<file path="src/rtl/write_crc_pkg.sv">
// Shared constants and types for the DDR5 write-path CRC generator.
package write_crc_pkg;

  localparam logic [7:0] CRC8_POLY = 8'h07;
  localparam logic [7:0] CRC8_INIT = 8'h00;

  // Burst-length encodings as driven by the write manager.
  localparam logic [1:0] BL16 = 2'b00;
  localparam logic [1:0] BC8  = 2'b01;

  typedef enum logic [1:0] {
    IDLE  = 2'd0,
    ACCUM = 2'd1,
    PAD   = 2'd2,
    DONE  = 2'd3
  } crc_state_t;

endpackage

</file>
<file path="src/rtl/write_crc8_step.sv">
// Combinational CRC-8 update over one byte, data bit 0 fed first, MSB-first
// register shift. One instance serves one 4-DQ lane for one clock word.
module write_crc8_step
  import write_crc_pkg::*;
(
  input  logic [7:0] i_crc,
  input  logic [7:0] i_data,
  output logic [7:0] o_crc
);

  logic [7:0] w_c;

  // Eight serial shift steps unrolled into one combinational cloud.
  always_comb begin
    w_c = i_crc;
    for (int i = 0; i < 8; i++) begin
      w_c = {w_c[6:0], 1'b0} ^ ((w_c[7] ^ i_data[i]) ? CRC8_POLY : 8'h00);
    end
    o_crc = w_c;
  end

endmodule

</file>
<file path="src/rtl/write_crc_gen.sv">
// Write-path CRC generator: one CRC-8 per 4-DQ lane over a BL16 or BC8
// burst, returned as a packed code with a one-cycle valid pulse.
// Optional feature macro WR_CRC_ERR_INJ_EN adds i_crc_err_inject, which
// flips bit 0 of every lane in the loaded code.
module write_crc_gen
  import write_crc_pkg::*;
#(
  parameter int N = 4
) (
  input  logic           i_clk,
  input  logic           i_rst,
  input  logic           i_enable,
  input  logic [1:0]     i_burstlength,
  input  logic           i_crc_enable,
  input  logic [2*N-1:0] i_crc_data,
`ifdef WR_CRC_ERR_INJ_EN
  input  logic           i_crc_err_inject,
`endif
  output logic [2*N-1:0] o_crc_code,
  output logic           o_crc_valid
);

  localparam int L = N / 4;

  crc_state_t     r_state, w_state_next;
  logic [2:0]     r_count, w_count_next;
  logic           r_is_bc8, w_is_bc8_next;
  logic           w_start;      // seed lanes from CRC8_INIT instead of r_crc
  logic           w_update;     // lane registers take the step result
  logic           w_pad;        // feed all-ones instead of i_crc_data
  logic           w_enter_done;
  logic [7:0]     r_crc [L];
  logic [7:0]     w_step [L];
  logic [2*N-1:0] w_crc_flat;
  logic [2*N-1:0] w_inj_mask;
  logic [2*N-1:0] r_crc_code;
  logic           r_crc_valid;

  // Next-state, counter and lane-update control.
  always_comb begin
    w_state_next  = r_state;
    w_count_next  = r_count;
    w_is_bc8_next = r_is_bc8;
    w_start       = 1'b0;
    w_update      = 1'b0;
    w_pad         = 1'b0;
    if (i_enable) begin
      case (r_state)
        IDLE, DONE: begin
          if (i_crc_enable) begin
            w_start       = 1'b1;
            w_update      = 1'b1;
            w_is_bc8_next = (i_burstlength == BC8);
            w_count_next  = 3'd1;
            w_state_next  = ACCUM;
          end else begin
            w_count_next = 3'd0;
            w_state_next = IDLE;
          end
        end
        ACCUM: begin
          if (i_crc_enable) begin
            w_update = 1'b1;
            // Terminal compare on the pre-increment count keeps it in 3 bits.
            if (r_is_bc8 && r_count == 3'd3) begin
              w_count_next = 3'd0;
              w_state_next = PAD;
            end else if (!r_is_bc8 && r_count == 3'd7) begin
              w_count_next = 3'd0;
              w_state_next = DONE;
            end else begin
              w_count_next = r_count + 3'd1;
            end
          end else begin
            // Gap inside a burst: the partial CRC is abandoned.
            w_count_next = 3'd0;
            w_state_next = IDLE;
          end
        end
        PAD: begin
          w_update = 1'b1;
          w_pad    = 1'b1;
          if (r_count == 3'd3) begin
            w_count_next = 3'd0;
            w_state_next = DONE;
          end else begin
            w_count_next = r_count + 3'd1;
          end
        end
        default: w_state_next = IDLE;
      endcase
    end
  end

  // DONE is only entered from ACCUM or PAD, so this fires once per burst.
  assign w_enter_done = (w_state_next == DONE) && (r_state != DONE);

  generate
    for (genvar gi = 0; gi < L; gi++) begin : g_lane
      logic [7:0] w_lane_data;
      logic [7:0] w_seed;
      // Feed order: even beat DQ4k..4k+3 first, then odd beat.
      assign w_lane_data = w_pad ? 8'hFF
                                 : {i_crc_data[N + 4*gi +: 4], i_crc_data[4*gi +: 4]};
      assign w_seed      = w_start ? CRC8_INIT : r_crc[gi];

      write_crc8_step u_step (
        .i_crc  (w_seed),
        .i_data (w_lane_data),
        .o_crc  (w_step[gi])
      );

      assign w_crc_flat[8*gi +: 8] = w_step[gi];
    end
  endgenerate

`ifdef WR_CRC_ERR_INJ_EN
  assign w_inj_mask = {L{8'h01}} & {(2*N){i_crc_err_inject}};
`else
  assign w_inj_mask = '0;
`endif

  // Lane CRC registers.
  always_ff @(posedge i_clk) begin
    if (i_rst) begin
      for (int k = 0; k < L; k++) r_crc[k] <= CRC8_INIT;
    end else if (w_update) begin
      for (int k = 0; k < L; k++) r_crc[k] <= w_step[k];
    end
  end

  // FSM state, counter and registered result; the code is captured on the
  // edge that enters DONE so it is already new during the valid cycle.
  always_ff @(posedge i_clk) begin
    if (i_rst) begin
      r_state     <= IDLE;
      r_count     <= 3'd0;
      r_is_bc8    <= 1'b0;
      r_crc_code  <= '0;
      r_crc_valid <= 1'b0;
    end else begin
      r_state     <= w_state_next;
      r_count     <= w_count_next;
      r_is_bc8    <= w_is_bc8_next;
      r_crc_valid <= w_enter_done;
      if (w_enter_done) r_crc_code <= w_crc_flat ^ w_inj_mask;
    end
  end

  assign o_crc_code  = r_crc_code;
  assign o_crc_valid = r_crc_valid;

endmodule

</file>
<file path="config.mk">
export PLATFORM = sky130hd
export DESIGN_NAME = write_crc_gen
export DESIGN_NICKNAME = d
export VERILOG_FILES = /design/src/rtl/write_crc_pkg.sv /design/src/rtl/write_crc8_step.sv /design/src/rtl/write_crc_gen.sv
export SDC_FILE = /design/constraint.sdc
export NUM_CORES = 1
export LEC_CHECK = 0
export BUFFER_PORTS_ARGS = -buffer_cell sky130_fd_sc_hd__buf_2
export CAP_MARGIN = 10
export CORE_MARGIN = 4
export CORE_UTILIZATION = 35
export DETAILED_ROUTE_END_ITERATION = 7
export PLACE_DENSITY = 0.57
export SLEW_MARGIN = 20
export SYNTH_ARGS = -nofsm -noshare
export SYNTH_HDL_FRONTEND = slang
export SYNTH_HIERARCHICAL = 1
export SYNTH_SLANG_ARGS = --single-unit
</file>
<file path="constraint.sdc">
create_clock -name i_clk -period 2.6 [get_ports i_clk]
set_input_delay 0.26 -clock i_clk [delete_from_list [all_inputs] [get_ports i_clk]]
set_output_delay 0.26 -clock i_clk [all_outputs]
set_load 0.05 [all_outputs]
</file>
After elaboration in Yosys (flattened, before gate mapping)
Memory sizes are Yosys's and may differ from the RTL's.
Cells that the tools add are included.

cells by class
  $add $sub $neg = 1
  equal/unequal tests = 8
  muxes and demuxes = 37
  bitwise logic cells = 16
  reduce and logical (&&, ||, !) cells = 9

operator list
  operator             number
  $xor 8x8->8          8
  $mux 3               12
  $mux 8               3
  $mux 1               14
  $mux 2               5
  $pmux 3 s3           1
  $reduce_or 8->1      1
  $xor 1x1->1          8
  $eq 2x2->1 const B   3
  $pmux 2 s3           1
  $eq 2x1->1 const B   2
  $add 3x1->3 const B  1
  $eq 3x2->1 const B   1
  $eq 3x3->1 const B   1
  $logic_and 1x1->1    3
  $reduce_and 3->1     1
  $reduce_or 3->1      1
  $logic_not 2->1      1
  $ne 2x2->1 const B   1
  $pmux 1 s2           1
  $reduce_or 2->1      1
  $logic_not 1->1      1

word-level totals
  bits in registers = 15
  memory bits (writable) = 8
  input bits = 14
  output and inout port bits = 9
  word-level logic and storage cells = 77
  memories = 1

memory list
  memory  depth  width  read ports  clocked after Yosys merged registers in  wr ports  RTL line             text
  r_crc   1      8      1           0                                        1         write_crc_gen.sv:32  logic [7:0] r_crc [L];

Logic depth before layout (Yosys ltp)
  word-level depth = 30
  depth in mapped cells = 10
  depth with buffers taken out = 9

Modules after synthesis
The synthesis kept the hierarchy.

modules (own cells, without submodules)
  module           instances  cells each  area each (um2)  seq. area each (um2)
  write_crc_gen    1          125         1243.7           540.5
  write_crc8_step  1          21          183.9            0.0

Worst setup path before layout
Ideal clock, no wire load.

  path type = register to register
  start = reg r_state[0]
  end = mem r_crc[0][2], data pin
  library setup time = 0.255 ns
  arrival time = 1.969 ns
  path slack = 0.376 ns
  cell stages (with the launch flop) = 10
  period minus slack after synthesis = 2.224 ns
  cell sequence = dfxtp_1 > inv_1 > ha_1 > nand3_1 > clkbuf_1 > and2_1 > xor2_1 > xnor2_1 > xor2_1 > and2_1

on the way
  cells in the longest elaborated chain, start to end = 18
  elaborated cells between the ends (all ways) = 37
  classes of those cells = 3 x eq/ne; 17 x mux; 13 x bitwise; 4 x reduce/logical

RTL lines
  element                                        RTL line               text
  start, declared                                write_crc_gen.sv:25    crc_state_t r_state, w_state_next;
  start signal, assigned                         write_crc_gen.sv:142   r_state <= w_state_next;
  $eq 2x2->1 or $logic_not 2->1 (tied branches)  write_crc_gen.sv:48    case (r_state)
  $reduce_or 2->1 *                              write_crc_gen.sv:48
  $mux 1 *                                       write_crc_gen.sv:48
  $mux 1 *                                       write_crc_gen.sv:47    if (i_enable) begin
  $mux 8 *                                       write_crc_gen.sv:105   assign w_seed = w_start ? CRC8_INIT : r_crc[gi];
  named net g_lane[0].w_seed[6]                  write_crc_gen.sv:101   logic [7:0] w_seed;
  $xor 8x8->8 *                                  write_crc8_step.sv:17  w_c = {w_c[6:0], 1'b0} ^ ((w_c[7] ^ i_data[i]) ? CRC8_POLY : 8'h00);
  $xor 1x1->1 *                                  write_crc8_step.sv:17
  $mux 3 *                                       write_crc8_step.sv:17
  $xor 8x8->8 * (6 in a row)                     write_crc8_step.sv:17
  $xor 1x1->1 *                                  write_crc8_step.sv:17
  $mux 3 *                                       write_crc8_step.sv:17
  $xor 8x8->8 *                                  write_crc8_step.sv:17
  named net w_crc_flat[2]                        write_crc_gen.sv:34    logic [2*N-1:0] w_crc_flat;
  $mux 8 (no line) *                             n/a
  end, declared                                  write_crc_gen.sv:32

Mark *: on every way through the listed nets, which the timed path passes. The rest lies on a longest branch.

Worst setup path in the final report
Same ends and word-level chain as after synthesis.

==> results_dict.tcl <==
set metrics [dict create \
    coreArea_sq_um 3799 \
    diodes 0 \
    max-cap-violations 0 \
    instance_area_after_placement_sq_um 1594 \
    worst-endpoint-arrival_ps 2400 \
    largest_net_degree_at_the_start_of_global_routing 26 \
    initial_utilization_pct 37.58 \
    reg2reg_slack_ps 230 \
    r2r_end "r_crc[0][2]" \
    pin_count 23 \
    tns_ps 0 \
    clockRootBuffer "sky130_fd_sc_hd__clkbuf_8" \
    drtAntennaViolNets 0 \
    vdd_ir_drop_max_uv 214.6 \
    drt-vias-per-instance 4.638 \
    tritoncts.num_buffers 3 \
    tightestPinTransition_ps 491.3 \
    drtPass1Iterations 4 \
    power_leakage_uw 0.0006475 \
    wl_mm 2.971 \
    die_extent_in_x_um 71.87 \
    min_delay_path_depth 4 \
    hpwl_mm 2.197 \
    postSynthNetCount 168 \
    synth_area_leaders "sky130_fd_sc_hd__dfxtp_1 21%, sky130_fd_sc_hd__edfxtp_1 17%, sky130_fd_sc_hd__nand2b_1 11%" \
    mappedNetlistArea_sq_um 1428 \
    path_class_of_the_lowest_slack_min_delay_path "primary input to register" \
    grt_pass1_wl_mm 5.106 \
    die_h_um 71.87 \
    vias_in_the_first_global_route 1081 \
    grt.met2_usage_pct 19.59 \
    clk_latency_ps 260 \
    synthesis_stage_register_bit_count 23 \
    fmax_mhz 422.0 \
    final_nets 193 \
    rows 22 \
    postLayoutCellArea_sq_um 1652 \
    worstPathRequired_ps 2630 \
    critical_path_start_type "register" \
    post-route-worst-setup-slack_ps 230.1 \
    synthesized_area_per_cell_sq_um 9.778 \
    final_hold_violating_endpoints 0 \
    initial_antenna_violation_count 0 \
    detailed_route_wire_length_per_cell_um 13.63 \
    post_synthesis_cell_type_with_the_largest_combined_area "sky130_fd_sc_hd__dfxtp_1" \
    run_status "completed" \
    drt_drc_violations_left 0 \
    r2r_start "r_state[0]" \
    yosysUniqueCellTypes 30 \
    final_period_minus_worst_setup_slack_ps 2370 \
    vias 1011 \
    number_of_cells_traversed_by_the_worst_register_to_register_path 8 \
    clock_sink_total 23 \
    crit_fanout 9 \
    htreeDepth 1 \
    area_growth_pct 15.69 \
    ys_seq_area_share_pct 37.86 \
    yosys_warnings 6 \
    worst_setup_hold_path_clk_slew_ps 80 \
    finalCritPeriodShare_pct 91.15 \
    fillCellCount 399 \
    power.density_nw_per_um2 508.5 \
    die_area_sq_um 5165 \
    globalRouteTotalUtil_pct 12.45 \
    io_buffers 22 \
    worst_clk_skew_ps 1.477 \
    yosys.area.top_type_share_pct 21.03 \
    leftover_overflow_at_the_end_of_global_routing 0 \
    synthesis.instances 146 \
    gr-usage-met3_pct 2.665 \
    slew_headroom_pct 67.14 \
    slew_violations 0 \
    rsz0062_at_grt "no" \
    detailedRoute.firstIterationViolations 34 \
    layer_with_the_highest_usage "met2" \
    hold_path.startpoint "i_burstlength[1]" \
    groute.layer.met1.usage_pct 17.26 \
    ctsHoldBuffers 0 \
    tritoncts "done" \
    critical_path.endpoint_type "register" \
    clockBufferDepth 2 \
    drive_above_1_share_pct 20.00 \
    timing.final.setup_violations 0 \
    routabilityCongestion 0.7222 \
    placement.setup.worst_slack_ps 34.13 \
    worstSetupPathType "register to register" \
    hold-path-endpoint "r_is_bc8" \
]
## sequential cells by signal, summed over array words and instances, names as in the netlist
signal       flops
o_crc_code       8
o_crc_valid      1
r_count          3
r_crc            8
r_is_bc8         1
r_state          2
## stage by stage
step	hold slack, ps	utilization (%)	cells	total power, uW
floorplan	443.6	-	146	562.5
global placement	457.4	41.96	214	611.4
detailed placement	460.3	41.96	214	610.9
CTS	293.1	43.15	218	844.6
global route	318.3	43.48	218	892.9
finish	301.5	43.48	218	839.9
## synthesized netlist by cell type, drive strengths merged
cell and instances:
a21boi 1, a21oi 6, a2bb2oi 1, and2 16, buf 1, clkbuf 3, dfxtp 15, edfxtp 8
ha 8, inv 4, mux2 1, mux2i 9, nand2 4, nand2b 26, nand3 1, nor2 7
nor2b 2, nor3 1, nor3b 1, nor4 1, o21a 1, o21ai 6, o32ai 1, or2 1
xnor2 15, xor2 6
## placed cells by master, fill, tap and decap left out
master / netlist / layout
sky130_fd_sc_hd__ha_1: 8 / 8
sky130_fd_sc_hd__inv_1: 4 / 4
sky130_fd_sc_hd__xor2_1: 6 / 6
sky130_fd_sc_hd__clkbuf_8: 0 / 3
sky130_fd_sc_hd__nor3b_1: 1 / 1
sky130_fd_sc_hd__a2bb2oi_1: 1 / 1
sky130_fd_sc_hd__a21oi_2: 1 / 1
sky130_fd_sc_hd__o21a_1: 1 / 1
sky130_fd_sc_hd__nand2_1: 3 / 3
sky130_fd_sc_hd__a21boi_1: 1 / 1
sky130_fd_sc_hd__nor4_1: 1 / 1
sky130_fd_sc_hd__and2_1: 16 / 16
sky130_fd_sc_hd__o21ai_1: 3 / 3
sky130_fd_sc_hd__clkbuf_1: 3 / 1
sky130_fd_sc_hd__nand3_2: 0 / 1
sky130_fd_sc_hd__a21oi_1: 5 / 5
sky130_fd_sc_hd__nand2_2: 1 / 1
sky130_fd_sc_hd__nand2b_1: 26 / 26
sky130_fd_sc_hd__o32ai_2: 1 / 1
sky130_fd_sc_hd__xnor2_1: 15 / 14
sky130_fd_sc_hd__o21ai_0: 2 / 2
sky130_fd_sc_hd__edfxtp_1: 8 / 8
sky130_fd_sc_hd__dfxtp_1: 15 / 15
sky130_fd_sc_hd__mux2i_1: 9 / 9
sky130_fd_sc_hd__nor2b_1: 2 / 2
sky130_fd_sc_hd__buf_4: 1 / 2
sky130_fd_sc_hd__mux2_1: 1 / 1
sky130_fd_sc_hd__o21ai_2: 1 / 1
sky130_fd_sc_hd__buf_2: 0 / 22
sky130_fd_sc_hd__xnor2_2: 0 / 1
sky130_fd_sc_hd__nor2_1: 7 / 7
sky130_fd_sc_hd__nor3_4: 1 / 1
sky130_fd_sc_hd__or2_1: 1 / 1
## cell type report
cell class | count | area, sq um | share of cell area [%]
clock buffer | 4 | 45.04 | 2.727
inverter | 4 | 15.01 | 0.9091
multi-input combinational | 115 | 865.8 | 52.42
sequential | 23 | 540.5 | 32.73
tap | 48 | 60.06 | 3.636
timing repair buffer | 24 | 125.1 | 7.576
## power breakdown
group	switching [uW]	total, uW	internal (uW)
Sequential	4.68	393	388
Combinational	118	217	98.8
Clock	120	230	110
Total	243	840	597
## cells by family (layout without fill, tap and decap cells)
group	count (synthesis)	count (layout)	synth area share [%]
XOR/XNOR	21	21	12.88
buffers and inverters	8	32	2.366
multiplexers	10	10	7.099
AND/OR/NAND/NOR	60	60	25.24
AO/OA/AOI/OAI	16	16	7.538
flip-flops	23	23	37.86
adder cells (fa/ha/maj)	8	8	7.012
## repair_timing
action | CTS | global route
setup buffers | 0 | 0
endpoints found under the hold margin | 0 | 0
resized for setup | 0 | 2
endpoints found under the setup margin | 0 | 16
## critical path, stage by stage, from the launching register on
cell	delay (ps)
sky130_fd_sc_hd__dfxtp_1	420
sky130_fd_sc_hd__inv_1	110
sky130_fd_sc_hd__ha_1	350
sky130_fd_sc_hd__nand3_2	180
sky130_fd_sc_hd__and2_1	220
sky130_fd_sc_hd__xor2_1	310
sky130_fd_sc_hd__xnor2_2	190
sky130_fd_sc_hd__xor2_1	210
sky130_fd_sc_hd__and2_1	150
## worst max path at each step
stage                from            end  cells after the start
2_1_floorplan  r_state[0]    r_crc[0][2]                      9
3_3_place_gp   r_state[0]    r_crc[0][0]                      8
3_5_place_dp   r_state[0]    r_crc[0][2]                      8
4_1_cts        r_state[0]    r_crc[0][2]                      8
5_1_grt        r_state[0]  o_crc_code[2]                      9
6_report       r_state[0]    r_crc[0][2]                      8
## layer usage
metal,up-vias,wire length [um]
li1,528,-
met1,461,1468
met4,0,23
met5,-,0
met2,18,1360
met3,4,119
Power figures use the tool's default switching activity.
